[config.mk]
export PLATFORM = sky130hd
export DESIGN_NAME = qdiv_seq
export DESIGN_NICKNAME = d
export VERILOG_FILES = /design/src/rtl/qmath_pkg.sv /design/src/rtl/qdiv_seq.sv
export SDC_FILE = /design/constraint.sdc
export NUM_CORES = 1
export LEC_CHECK = 0
export CAP_MARGIN = 10
export CORE_ASPECT_RATIO = 0.5
export CORE_UTILIZATION = 58
export DETAILED_ROUTE_END_ITERATION = 16
export DONT_BUFFER_PORTS = 1
export GPL_ROUTABILITY_DRIVEN = 1
export PLACE_DENSITY = 0.76
export SYNTH_ARGS = -nofsm -noshare
export SYNTH_HDL_FRONTEND = slang
export SYNTH_SLANG_ARGS = --single-unit
[constraint.sdc]
create_clock -name clk -period 2.6 [get_ports clk]
set_clock_uncertainty 0.15 [all_clocks]
set_input_delay 0.26 -clock clk [delete_from_list [all_inputs] [get_ports clk]]
set_output_delay 0.26 -clock clk [all_outputs]
set_load 0.1 [all_outputs]
[src/rtl/qmath_pkg.sv]
// qmath_pkg: shared state type and fixed-point helpers for the qmath divider/multiplier family
package qmath_pkg;
  typedef enum logic [1:0] {IDLE, CALC, FIN, HOLD} state_t;
  function automatic int calc_shift(input int qa, input int qb, input int qq);
    return qq - qa + qb;
  endfunction
  function automatic int calc_dw(input int na, input int sh);
    return na + sh;
  endfunction
  // Unsigned magnitude of a w-bit two's-complement value; the most-negative input maps exactly.
  function automatic logic [63:0] mag(input logic [63:0] x, input int unsigned w);
    logic [63:0] m;
    m = (w >= 64) ? '1 : ((64'd1 << w) - 64'd1);
    return x[w-1] ? ((~x + 64'd1) & m) : (x & m);
  endfunction
  function automatic logic [63:0] sat_val(input logic [63:0] m, input logic neg, input int unsigned n);
    logic [63:0] lim;
    logic [63:0] msk;
    lim = 64'd1 << (n - 1);
    msk = (lim << 1) - 64'd1;
    if (m == '0) return '0;
    if (neg) return (m > lim) ? lim : ((~m + 64'd1) & msk);
    return (m >= lim) ? (lim - 64'd1) : m;
  endfunction
  function automatic logic sat_ovf(input logic [63:0] m, input logic neg, input int unsigned n);
    logic [63:0] lim;
    lim = 64'd1 << (n - 1);
    return (m != '0) && (neg ? (m > lim) : (m >= lim));
  endfunction
endpackage

[src/rtl/qdiv_seq.sv]
// qdiv_seq: sequential restoring radix-2 signed fixed-point divider, q = a / b
module qdiv_seq
  import qmath_pkg::*;
#(
  parameter int Q_a = 8,
  parameter int N_a = 16,
  parameter int Q_b = 10,
  parameter int N_b = 16,
  parameter int Q_q = 12,
  parameter int N_q = 16
) (
  input  logic           clk,
  input  logic           rst,
  input  logic           in_valid,
  output logic           in_ready,
  input  logic [N_a-1:0] a,
  input  logic [N_b-1:0] b,
  output logic           out_valid,
  input  logic           out_ready,
  output logic [N_q-1:0] q_result,
  output logic           overflow,
  output logic           div_zero
);
  localparam int SHIFT = calc_shift(Q_a, Q_b, Q_q);
  localparam int DW = calc_dw(N_a, SHIFT);
  localparam int CW = $clog2(DW);

  if (SHIFT < 0) begin : g_shift_chk
    $error("qdiv_seq: Q_q - Q_a + Q_b must be non-negative");
  end

  state_t state_q, state_d;
  logic sign_q, sign_d, azero_q, azero_d;
  logic [DW-1:0] dvd_q, dvd_d, quo_q, quo_d;
  logic [N_b-1:0] div_q, div_d, rem_q, rem_d;
  logic [CW-1:0] cnt_q, cnt_d;
  logic [N_q-1:0] q_q, q_d;
  logic ovf_q, ovf_d, dz_q, dz_d, ov_q, ov_d, ir_q, ir_d;
  logic [N_a-1:0] a_mag;
  logic [N_b-1:0] b_mag;
  logic [N_b:0] rem_sh;
  logic ge;
  logic [63:0] qm;

  assign in_ready = ir_q;
  assign out_valid = ov_q;
  assign q_result = q_q;
  assign overflow = ovf_q;
  assign div_zero = dz_q;

  always_comb begin
    a_mag = N_a'(mag(64'(a), N_a));
    b_mag = N_b'(mag(64'(b), N_b));
    rem_sh = {rem_q, dvd_q[DW-1]};
    ge = rem_sh >= {1'b0, div_q};
    qm = azero_q ? '0 : 64'(quo_q);
    state_d = state_q;
    sign_d = sign_q;
    azero_d = azero_q;
    dvd_d = dvd_q;
    quo_d = quo_q;
    div_d = div_q;
    rem_d = rem_q;
    cnt_d = cnt_q;
    q_d = q_q;
    ovf_d = ovf_q;
    dz_d = dz_q;
    ov_d = ov_q;
    ir_d = ir_q;
    case (state_q)
      IDLE: if (in_valid && ir_q) begin
        state_d = CALC;
        ir_d = 1'b0;
        sign_d = a[N_a-1] ^ b[N_b-1];
        azero_d = a == '0;
        dvd_d = DW'(a_mag) << SHIFT;
        div_d = b_mag;
        rem_d = '0;
        quo_d = '0;
        cnt_d = CW'(DW - 1);
      end
      CALC: begin
        dvd_d = dvd_q << 1;
        rem_d = N_b'(ge ? rem_sh - {1'b0, div_q} : rem_sh);
        quo_d = {quo_q[DW-2:0], ge};
        cnt_d = cnt_q - 1'b1;
        state_d = (cnt_q == '0) ? FIN : CALC;
      end
      FIN: begin
        q_d = N_q'(sat_val(qm, sign_q, N_q));
        ovf_d = sat_ovf(qm, sign_q, N_q);
        dz_d = div_q == '0;
        ov_d = 1'b1;
        state_d = HOLD;
      end
      HOLD: if (out_ready) begin
        state_d = IDLE;
        ov_d = 1'b0;
        ir_d = 1'b1;
      end
      default: state_d = IDLE;
    endcase
  end

  always_ff @(posedge clk) begin
    if (rst) begin
      state_q <= IDLE;
      sign_q <= 1'b0;
      azero_q <= 1'b0;
      dvd_q <= '0;
      quo_q <= '0;
      div_q <= '0;
      rem_q <= '0;
      cnt_q <= '0;
      q_q <= '0;
      ovf_q <= 1'b0;
      dz_q <= 1'b0;
      ov_q <= 1'b0;
      ir_q <= 1'b1;
    end else begin
      state_q <= state_d;
      sign_q <= sign_d;
      azero_q <= azero_d;
      dvd_q <= dvd_d;
      quo_q <= quo_d;
      div_q <= div_d;
      rem_q <= rem_d;
      cnt_q <= cnt_d;
      q_q <= q_d;
      ovf_q <= ovf_d;
      dz_q <= dz_d;
      ov_q <= ov_d;
      ir_q <= ir_d;
    end
  end
endmodule

==> reports/qor.txt, run 1 <==
global route overflow - 0
worst setup margin - 0.0186 ns
Inserted Diodes - 0
mean post-synth cell area - 7.57 um^2
fmax - 387 MHz
post-synthesis sequential area ratio - 0.341
Top FF cell, synth - dfxtp_1
Slew headroom - 0.275
Worst EP required - 2.69 ns
Net Count, Synth - 887
critical path capture point type - flip-flop
die area - 11300 um^2
Yosys top cell area share - 0.341
Slew Viols, Final - 0
layout cells sized above 1 - 0.121
worst-margin pin slew - 1.08 ns
PD cells - 1150 nW/um^2
CTS tree - built
Setup WS pre-CTS - -0.121 ns
Tcrit/Tclk final - 0.993
met2 WL - 8060 um
Max Used Layer - met4
Synth warnings - 0
routability cong. - 0.981
Post-synth EDFFs - 0
synthesized flop and latch total - 107
Met1 Wirelength - 7590 um
Initial DRC Count - 567
async set-reset flop share out of synthesis - 0
area grow syn2layout - 18.4%
Die Width - 149 um
via count - 6308
Total Routing Usage GR - 0.300
area leader, netlist - dfxtp_1
Worst-Skew Late Latency - 0.35 ns
LEAKAGE - 2.82 nW
unrepaired setup endpoints after global routing - yes
Root Driver - clkbuf_16
VDD IR max - 1.04 mV
Final ANT Viol Nets - 0
kind of critical path - flip-flop to flip-flop
largest net degree at the start of global routing - 76
Unique masters post-synth - 66
H-tree levels - 3
Die Y - 75.6 um
Post-Route WL - 17200 um
worst hold margin - 0.00558 ns
worst reg2reg path depth - 8
Setup Viol. Count Final - 0
Port Buf Inserts - 0
core box area - 10400 um^2
std cell rows - 26
status - completed
Hold Path Class - input pin to flip-flop
Power Total - 8.54 mW
first-pass GRT wire length - 26600 um
WL met3 - 1100 um
Starting Density - 0.605
maxcap violations - 0
Vias per Instance - 6.25
wire length per cell - 17.0 um
synthesized cell area - 6280 um^2
crit start category - flip-flop
CTS Buf Count - 9
hold depth - 3
io pins - 56
cell count after synthesis - 830
Nets - 922
clock sink count - 107
vias in the first global route - 5418
Clock Tree Buf Depth - 2
Detail Placement HPWL - 11400 um
CP Max Fanout - 4
clk slew on worst S/H paths - 0.07 ns
antenna violations before repair - 0
Post-route DRC - 0
Hold Vio Cnt, Final - 0
Synth area leaders - dfxtp_1 34%, nand2_1 7.1%, a21oi_1 6.1%, nor2_1 4.2%, ha_1 4.0%
CP Data Arrival Time - 2.67 ns
post-route minimum period - 2.58 ns
router iterations before antenna repair - 7
[kinds of logic after synthesis]
logic type      synth area share
compound gates             0.257
xor+xnor                  0.0558
buf+inv                   0.0542
fa+ha+maj                 0.0430
simple gates               0.244
flops                      0.341
mux                      0.00498
[worst paths after layout]
path                start            to  slack [ns]
max             div_q[14]      rem_q[1]        0.02
min                 a[11]     dvd_q[25]       0.006
max reg2reg     div_q[14]      rem_q[1]        0.02
min reg2reg  q_result[15]  q_result[15]        0.32
[power breakdown]
part	total [mW]	internal (mW)	switching (mW)
clock network	1.55	0.872	0.678
registers	2.07	1.85	0.221
logic	4.92	1.96	2.96
[stage by stage]
step	utilization	setup TNS [ns]	instance area [um^2]	cells
6_report	0.717	0	7440	1010
5_1_grt	0.717	-0.0477	7440	1010
4_1_cts	0.701	0	7280	1008
3_5_place_dp	0.644	-1.34	6690	970
3_3_place_gp	0.644	-0.218	6690	970
2_1_floorplan	-	0	6280	830
[synth_stat cells (3+ instances only)]
cell type,instances
a211o_1,4
a211oi_1,22
a21o_1,5
a21oi_1,77
a221o_1,4
a221oi_1,5
a22o_1,7
a22oi_1,12
a31oi_1,5
a32o_1,5
and3_1,5
buf_1,6
clkbuf_1,46
dfxtp_1,107
ha_1,20
inv_1,36
nand2_1,119
nand2b_1,12
nand3_1,49
nand4_1,12
nor2_1,70
nor2b_1,4
nor3_1,16
nor4_1,16
o2111ai_1,4
o211ai_1,21
o21ai_0,35
o31ai_1,9
or2_2,3
or3_1,10
xnor2_1,27
xor2_1,13
[cells in the final DEF, fill, tap and decap left out, types with 3 or more instances in the layout]
| cell | n |
|---|---|
| ha_1 | 18 |
| inv_6 | 3 |
| o21ai_0 | 33 |
| nand4_1 | 12 |
| nor4_1 | 14 |
| a221o_1 | 4 |
| nand2b_1 | 11 |
| nand2_1 | 119 |
| nor2b_1 | 3 |
| and3_1 | 5 |
| or3_1 | 10 |
| a22o_1 | 7 |
| a21o_1 | 5 |
| nor3_1 | 15 |
| dlygate4sd3_1 | 21 |
| a21oi_2 | 5 |
| dfxtp_1 | 106 |
| a211oi_1 | 21 |
| inv_1 | 35 |
| o31ai_1 | 9 |
| nand3_1 | 48 |
| nor2_1 | 69 |
| a32o_1 | 5 |
| o2111ai_1 | 4 |
| a221oi_1 | 5 |
| or2_2 | 3 |
| a21oi_1 | 72 |
| a31oi_1 | 5 |
| xor2_1 | 13 |
| a22oi_1 | 12 |
| clkbuf_16 | 9 |
| o211ai_1 | 21 |
| buf_4 | 54 |
| xnor2_1 | 27 |
[flip-flops by register name, summed over array words and instances, names as in the netlist, named ones only]
signal	count
out_valid	1
q_result	16
sign_q	1
in_ready	1
quo_q	30
rem_q	16
dvd_q	16
div_q	16
div_zero	1
azero_q	1
cnt_q	5
state_q	1
overflow	1
[routing by layer]
| layer | track usage | vias to the layer above |
|---|---|---|
| li1 | - | 3069 |
| met1 | 0.389 | 2966 |
| met2 | 0.506 | 228 |
| met3 | 0.0641 | 45 |
| met4 | 0.107 | 0 |
| met5 | 0 | - |
[worst max-delay path, cell delays in order, from the launching register on]
cell	delay [ns]
dfxtp_1	0.37
inv_1	0.08
ha_1	0.31
a21o_1	0.19
a211o_1	0.31
a211o_4	0.31
a211oi_4	0.29
o21ai_0	0.18
a32o_1	0.29
[area by class of cell]
type	count	area [um^2]
Timing Repair Buffer	77	663
Multi-Input combinational cell	634	3980
Clock inverter	7	119
Sequential cell	107	2140
Tap cell	140	175
Clock buffer	9	225
Inverter	36	135
Fill cell	807	2940
[repair_timing]
item | in CTS | in global routing
cloned | 0 | 1
buffers inserted | 0 | 1
pin swaps | 0 | 10
endpoints found under the hold margin | 75 | 0
gates resized for setup | 3 | 27
hold buffers | 22 | 0
setup endpoints to repair | 15 | 25
Note: power is estimated with default switching activity, not from simulation.
==> run 2, diff against run 1 <==
--- a/config.mk
+++ b/config.mk
@@ -7,11 +7,12 @@
 export LEC_CHECK = 0
 export CAP_MARGIN = 10
 export CORE_ASPECT_RATIO = 0.5
-export CORE_UTILIZATION = 58
+export CORE_UTILIZATION = 60
+export CTS_BUF_LIST = sky130_fd_sc_hd__clkbuf_4 sky130_fd_sc_hd__clkbuf_8
 export DETAILED_ROUTE_END_ITERATION = 16
 export DONT_BUFFER_PORTS = 1
 export GPL_ROUTABILITY_DRIVEN = 1
-export PLACE_DENSITY = 0.76
+export PLACE_DENSITY = 0.79
 export SYNTH_ARGS = -nofsm -noshare
 export SYNTH_HDL_FRONTEND = slang
 export SYNTH_SLANG_ARGS = --single-unit
==> run 2 against run 1 <==
Register-to-register slack improved by 0.08 ns. Setup slack improved by 0.080 ns. Sequential power about the same. Via count increased by 2.8%. Maximum frequency increased by 3.2%. Sequential share of layout area increased by 0.47 points.
==> reports/qor.txt, run 2 (synthesis gave the netlist of run 1 again) <==
status - completed (unchanged)
Total Routing Usage GR - 0.328 (was 0.300)
Clock Tree Buf Depth - 2 (unchanged)
Final ANT Viol Nets - 0 (unchanged)
Starting Density - 0.641 (was 0.605)
clk slew on worst S/H paths - 0.10 ns (was 0.07 ns)
H-tree levels - 3 (unchanged)
wire length per cell - 17.3 um (was 17.0 um)
most common library cell in the layout ignoring fill and taps - nand2_1 (unchanged)
critical path capture point type - flip-flop (unchanged)
antenna violations before repair - 0 (unchanged)
reg2reg start - div_q[12] (was div_q[14])
Die Width - 147 um (was 149 um)
Top reg by flops - quo_q (unchanged)
Setup Viol. Count Final - 0 (unchanged)
Sw Pwr - 3.66 mW (was 3.86 mW)
Slew Viols, Final - 0 (unchanged)
core box area - 9790 um^2 (was 10400 um^2)
clock sink count - 107 (unchanged)
std cell rows - 25 (was 26)
routability cong. - 0.983 (was 0.981)
Root Driver - clkbuf_8 (was clkbuf_16)
fmax - 400 MHz (was 387 MHz)
crit start category - flip-flop (unchanged)
CTS Buf Count - 9 (unchanged)
combinational power share - 0.618 (was 0.576)
internal power - 4.30 mW (was 4.68 mW)
LEAKAGE - 2.81 nW (was 2.82 nW)
router iterations before antenna repair - 5 (was 7)
Inserted Diodes - 0 (unchanged)
highest-count cells in the layout ignoring fill and taps - 119 x nand2_1, 106 x dfxtp_1, 72 x a21oi_1 (unchanged)
Tcrit/Tclk final - 0.962 (was 0.993)
worst-margin pin slew - 1.09 ns (was 1.08 ns)
first-pass GRT wire length - 28500 um (was 26600 um)
maxcap violations - 0 (unchanged)
unrepaired setup endpoints after global routing - no (was yes)
crit-path leading delay family - compound AO/OA/AOI/OAI gates (unchanged)
crit-path cells - inv_1 -> ha_1 -> buf_4 -> nand3_2 -> or2_2 -> a2111o_1 -> and4_1 -> o2111ai_1 -> o211ai_1 (was inv_1 -> ha_1 -> a21o_1 -> a211o_1 -> a211o_4 -> a211oi_4 -> o21ai_0 -> a32o_1)
global route overflow - 0 (unchanged)
CP peak stage delay - 0.38 ns (was 0.37 ns)
Hold Path Origin - b[15] (was a[11])
via count - 6486 (was 6308)
area grow syn2layout - 16.5% (was 18.4%)
CP Max Fanout - 8 (was 4)
max FFs per register - 30 (unchanged)
Hold Vio Cnt, Final - 0 (unchanged)
Vias per Instance - 6.35 (was 6.25)
Detail Placement HPWL - 11800 um (was 11400 um)
switch share - 0.460 (was 0.452)
Port Buf Inserts - 0 (unchanged)
Power Total - 7.96 mW (was 8.54 mW)
Buffers & Inverters on Critical Path - 2 (was 1)
vias in the first global route - 5822 (was 5418)
Post-Route WL - 17700 um (was 17200 um)
CP Data Arrival Time - 2.63 ns (was 2.67 ns)
clock share of power - 0.124 (was 0.182)
CTS tree - built (unchanged)
largest net degree at the start of global routing - 76 (unchanged)
io pins - 56 (unchanged)
Worst Setup SP - div_q[12] (was div_q[14])
Post-route DRC - 0 (unchanged)
Worst-Skew Late Latency - 0.39 ns (was 0.35 ns)
Nets - 938 (was 922)
setup_tns - 0 ns (unchanged)
Initial DRC Count - 646 (was 567)
Slew headroom - 0.268 (was 0.275)
# fillers - 728 (was 807)
Hold Path Class - input pin to flip-flop (unchanged)
Worst EP required - 2.73 ns (was 2.69 ns)
VDD IR max - 1.81 mV (was 1.04 mV)
layout cells sized above 1 - 0.121 (about the same)
PD cells - 1090 nW/um^2 (was 1150 nW/um^2)
register share of total power - 0.258 (was 0.242)
die area - 10900 um^2 (was 11300 um^2)
Die Y - 74.3 um (was 75.6 um)
CP max stage cell - dfxtp_1 (unchanged)
post-route minimum period - 2.50 ns (was 2.58 ns)
kind of critical path - flip-flop to flip-flop (unchanged)
[run 2: cell types whose count changed in the layout (fill, tap and decap cells not counted), moves of 8 or more]
cell           before  now
buf_4              54   64
clkbuf_8            0   10
clkbuf_16           9    0
dlygate4sd3_1      21   29
[run 2: final timing paths]
check	endpoint	slack, ns	cells after the start
worst min register to register	q_result[15]	0.31	2
worst min-delay path	div_q[15]	0.005	4
worst max register to register	rem_q[15]	0.1	9
worst max-delay path	rem_q[15]	0.1	9
[run 2: repair_timing]
item | in CTS | in global routing
endpoints found under the hold margin | 75 | 0
hold buffers | 30 | 0
setup endpoints to repair | 0 | 25
setup buffers | 0 | 1
resized for setup | 0 | 16
[run 2: layout make-up]
cell class | count | area (um^2) | share of cell area
Multi-Input combinational cell | 633 | 3890 | 0.531
Timing Repair Buffer | 94 | 798 | 0.109
Inverter | 36 | 135 | 0.0185
Sequential cell | 107 | 2140 | 0.293
Clock inverter | 6 | 46.3 | 0.00633
Tap cell | 135 | 169 | 0.0231
Clock buffer | 10 | 138 | 0.0188
[run 2: worst reg2reg max path, cell delays in order, from the launching register on]
cell       delay [ns]
dfxtp_1          0.38
inv_1            0.06
ha_1             0.31
buf_4            0.17
nand3_2          0.12
or2_2            0.30
a2111o_1         0.36
and4_1           0.22
o2111ai_1        0.21
o211ai_1         0.11
[run 2: power by group through the flow]
| stage | clock network, mW | registers, mW | logic [mW] |
|---|---|---|---|
| 2_1_floorplan | 0 | 2.05 | 2.98 |
| 3_3_place_gp | 0 | 2.08 | 4.53 |
| 3_5_place_dp | 0 | 2.08 | 4.58 |
| 4_1_cts | 0.989 | 2.04 | 4.68 |
| 5_1_grt | 1.06 | 2.08 | 5.39 |
| 6_report | 0.985 | 2.06 | 4.92 |
[run 2: layer usage]
| layer | track usage | up-vias | part of all wire |
|---|---|---|---|
| li1 | - | 3108 | - |
| met1 | 0.421 | 3059 | 0.44 |
| met2 | 0.563 | 274 | 0.47 |
| met3 | 0.0577 | 45 | 0.069 |
| met4 | 0.124 | 0 | 0.023 |
| met5 | 0 | - | 0 |
[run 2: metrics by stage]
step / util / area, um^2 / std cells / hold WS (ns) / worst slack (ns)
after floorplan: - / 6280 / 830 / 0.246 / 0.113
after global placement: 0.688 / 6730 / 974 / 0.184 / 0.120
after detailed placement: 0.688 / 6730 / 974 / 0.185 / 0.0464
after CTS: 0.739 / 7240 / 1020 / 0.000651 / 0.0397
after global routing: 0.747 / 7320 / 1021 / 0.0248 / 0.00194
final: 0.747 / 7320 / 1021 / 0.00535 / 0.0987
==> run 3, diff against run 2 <==
--- a/config.mk
+++ b/config.mk
@@ -7,12 +7,12 @@
 export LEC_CHECK = 0
 export CAP_MARGIN = 10
 export CORE_ASPECT_RATIO = 0.5
-export CORE_UTILIZATION = 60
+export CORE_UTILIZATION = 65
 export CTS_BUF_LIST = sky130_fd_sc_hd__clkbuf_4 sky130_fd_sc_hd__clkbuf_8
 export DETAILED_ROUTE_END_ITERATION = 16
 export DONT_BUFFER_PORTS = 1
 export GPL_ROUTABILITY_DRIVEN = 1
-export PLACE_DENSITY = 0.79
+export PLACE_DENSITY = 0.81
 export SYNTH_ARGS = -nofsm -noshare
 export SYNTH_HDL_FRONTEND = slang
 export SYNTH_SLANG_ARGS = --single-unit
==> constraint.sdc (replaced) <==
create_clock -name clk -period 2.96 [get_ports clk]
set_clock_uncertainty 0.15 [all_clocks]
set_input_delay 0.296 -clock clk [delete_from_list [all_inputs] [get_ports clk]]
set_output_delay 0.296 -clock clk [all_outputs]
set_load 0.1 [all_outputs]
==> run 3 against run 2 <==
Routed wire length is 13% lower. Combinational power down 27%. Design area decreased by 6.9%.
==> reports/qor.txt, run 3 (synthesis gave the netlist of run 1 again) <==
Setup WS pre-CTS - 0.125 ns (was 0.0464 ns)
LEAKAGE - 2.52 nW (was 2.81 nW)
Slew Viols, Final - 0 (unchanged)
H-tree levels - 3 (unchanged)
Sw Pwr - 2.91 mW (was 3.66 mW)
Die Y - 71.5 um (was 74.3 um)
CP Max Fanout - 15 (was 8)
setup slack, reg-to-reg - 0.21 ns (was 0.1 ns)
dpl cells - 927 (was 974)
crit start category - flip-flop (unchanged)
Post-Layout Cell Count - 961 (was 1021)
Port Buf Inserts - 0 (unchanged)
Detail Placement HPWL - 10700 um (was 11800 um)
CTS Buf Count - 9 (unchanged)
max FFs per register - 30 (unchanged)
global route overflow - 0 (unchanged)
Slew headroom - 0.300 (was 0.268)
std cell rows - 24 (was 25)
routability cong. - 0.975 (was 0.983)
Root Driver - clkbuf_8 (unchanged)
CTS tree - built (unchanged)
Clock Tree Buf Depth - 2 (unchanged)
Hold Path Class - input pin to flip-flop (unchanged)
GR peak layer - met2 (unchanged)
PD cells - 925 nW/um^2 (was 1090 nW/um^2)
unrepaired setup endpoints after global routing - no (unchanged)
combinational power share - 0.572 (was 0.618)
Die Width - 141 um (was 147 um)
layout cells sized above 1 - 0.0626 (was 0.121)
post-route minimum period - 2.75 ns (was 2.50 ns)
router iterations before antenna repair - 6 (was 5)
fmax - 364 MHz (was 400 MHz)
maxcap violations - 0 (unchanged)
Setup Viol. Count Final - 0 (unchanged)
area grow syn2layout - 8.55% (was 16.5%)
Inserted Diodes - 0 (unchanged)
clock sink count - 107 (unchanged)
Worst EP required - 3.08 ns (was 2.73 ns)
Initial DRC Count - 525 (was 646)
clock share of power - 0.142 (was 0.124)
internal power - 3.39 mW (was 4.30 mW)
Post-route DRC - 0 (unchanged)
met3 GRT Util - 0.0622 (was 0.0577)
first-pass GRT wire length - 25700 um (was 28500 um)
antenna violations before repair - 0 (unchanged)
VDD IR max - 1.18 mV (was 1.81 mV)
Tcrit/Tclk final - 0.929 (was 0.962)
largest net degree at the start of global routing - 75 (was 76)
critical path capture point type - flip-flop (unchanged)
Final ANT Viol Nets - 0 (unchanged)
Top reg by flops - quo_q (unchanged)
Finished Core Util - 0.754 (was 0.747)
Hold Vio Cnt, Final - 0 (unchanged)
status - completed (unchanged)
Total Routing Usage GR - 0.315 (was 0.328)
highest-count cells in the layout ignoring fill and taps - 119 x nand2_1, 107 x dfxtp_1, 77 x a21oi_1 (was 119 x nand2_1, 106 x dfxtp_1, 72 x a21oi_1)
clk slew on worst S/H paths - 0.10 ns (about the same)
register share of total power - 0.286 (was 0.258)
Nets - 884 (was 938)
io pins - 56 (unchanged)
wire length per cell - 16.0 um (was 17.3 um)
Post-Route WL - 15400 um (was 17700 um)
switch share - 0.462 (was 0.460)
met1 GRT Util - 0.402 (was 0.421)
Worst-Skew Late Latency - 0.37 ns (was 0.39 ns)
kind of critical path - flip-flop to flip-flop (unchanged)
worst setup margin - 0.211 ns (was 0.0987 ns)
core box area - 9040 um^2 (was 9790 um^2)
setup_tns - 0 ns (unchanged)
die area - 10100 um^2 (was 10900 um^2)
Starting Density - 0.695 (was 0.641)
Power Total - 6.31 mW (was 7.96 mW)
met2 Usage GRT - 0.533 (was 0.563)
Vias per Instance - 6.47 (was 6.35)
vias in the first global route - 5511 (was 5822)
worst-margin pin slew - 1.05 ns (was 1.09 ns)
CP Data Arrival Time - 2.87 ns (was 2.63 ns)
via count - 6217 (was 6486)
most common library cell in the layout ignoring fill and taps - nand2_1 (unchanged)
[run 3: cell count changes in the layout (fill, tap and decap cells not counted), moves of 2 or more]
cell	change
dlygate4sd3_1	-11
nor4_4	-2
a21oi_2	-5
buf_4	-43
nor4_1	+2
a21oi_1	+5
[run 3: what timing repair did]
action	in CTS	in global routing
setup buffers	0	0
hold endpoints to repair	74	0
hold buffers	19	0
setup endpoints to repair	0	10
resized for setup	0	1
[run 3: critical path, cell delays in order, from the launching register on]
cell,delay (ns)
dfxtp_1,0.36
inv_1,0.08
ha_1,0.43
nand4_1,0.24
nor4_1,0.44
a211o_1,0.25
a211o_2,0.31
nand3_1,0.11
a32o_1,0.27
[run 3: final cells by class]
type,count,area [um^2]
Multi-Input combinational cell,633,3820
Fill cell,711,2220
Sequential cell,107,2140
Timing Repair Buffer,40,365
Tap cell,130,163
Inverter,36,135
Clock buffer,10,131
Clock inverter,5,63.8
[run 3: path summary, 6_finish.rpt]
kind                   from         to  cells past startpoint
setup reg to reg   div_q[8]   rem_q[0]                      8
setup / recovery   div_q[8]   rem_q[0]                      8
hold / removal        b[13]  div_q[13]                      2
hold reg to reg   quo_q[23]  quo_q[24]                      2
[run 3: metal layers]
| metal | share of wire | wire, um |
|---|---|---|
| met1 | 0.45 | 6920 |
| met5 | 0 | 0 |
| met4 | 0.025 | 388 |
| met3 | 0.061 | 937 |
| met2 | 0.47 | 7180 |
[run 3: per-stage QoR]
| step | cell area, um^2 | hold WS (ns) |
|---|---|---|
| 2_1_floorplan | 6280 | 0.282 |
| 3_3_place_gp | 6410 | 0.222 |
| 3_5_place_dp | 6410 | 0.224 |
| 4_1_cts | 6820 | 0.00542 |
| 5_1_grt | 6820 | 0.0140 |
| 6_report | 6820 | 0.0183 |
[run 3: power by group through the flow]
stage	clock, mW	sequential [mW]	combinational (mW)
4_1_cts	0.914	1.80	3.51
6_report	0.896	1.80	3.61
2_1_floorplan	0	1.80	2.62
3_5_place_dp	0	1.83	3.45
5_1_grt	0.969	1.83	3.95
3_3_place_gp	0	1.82	3.41
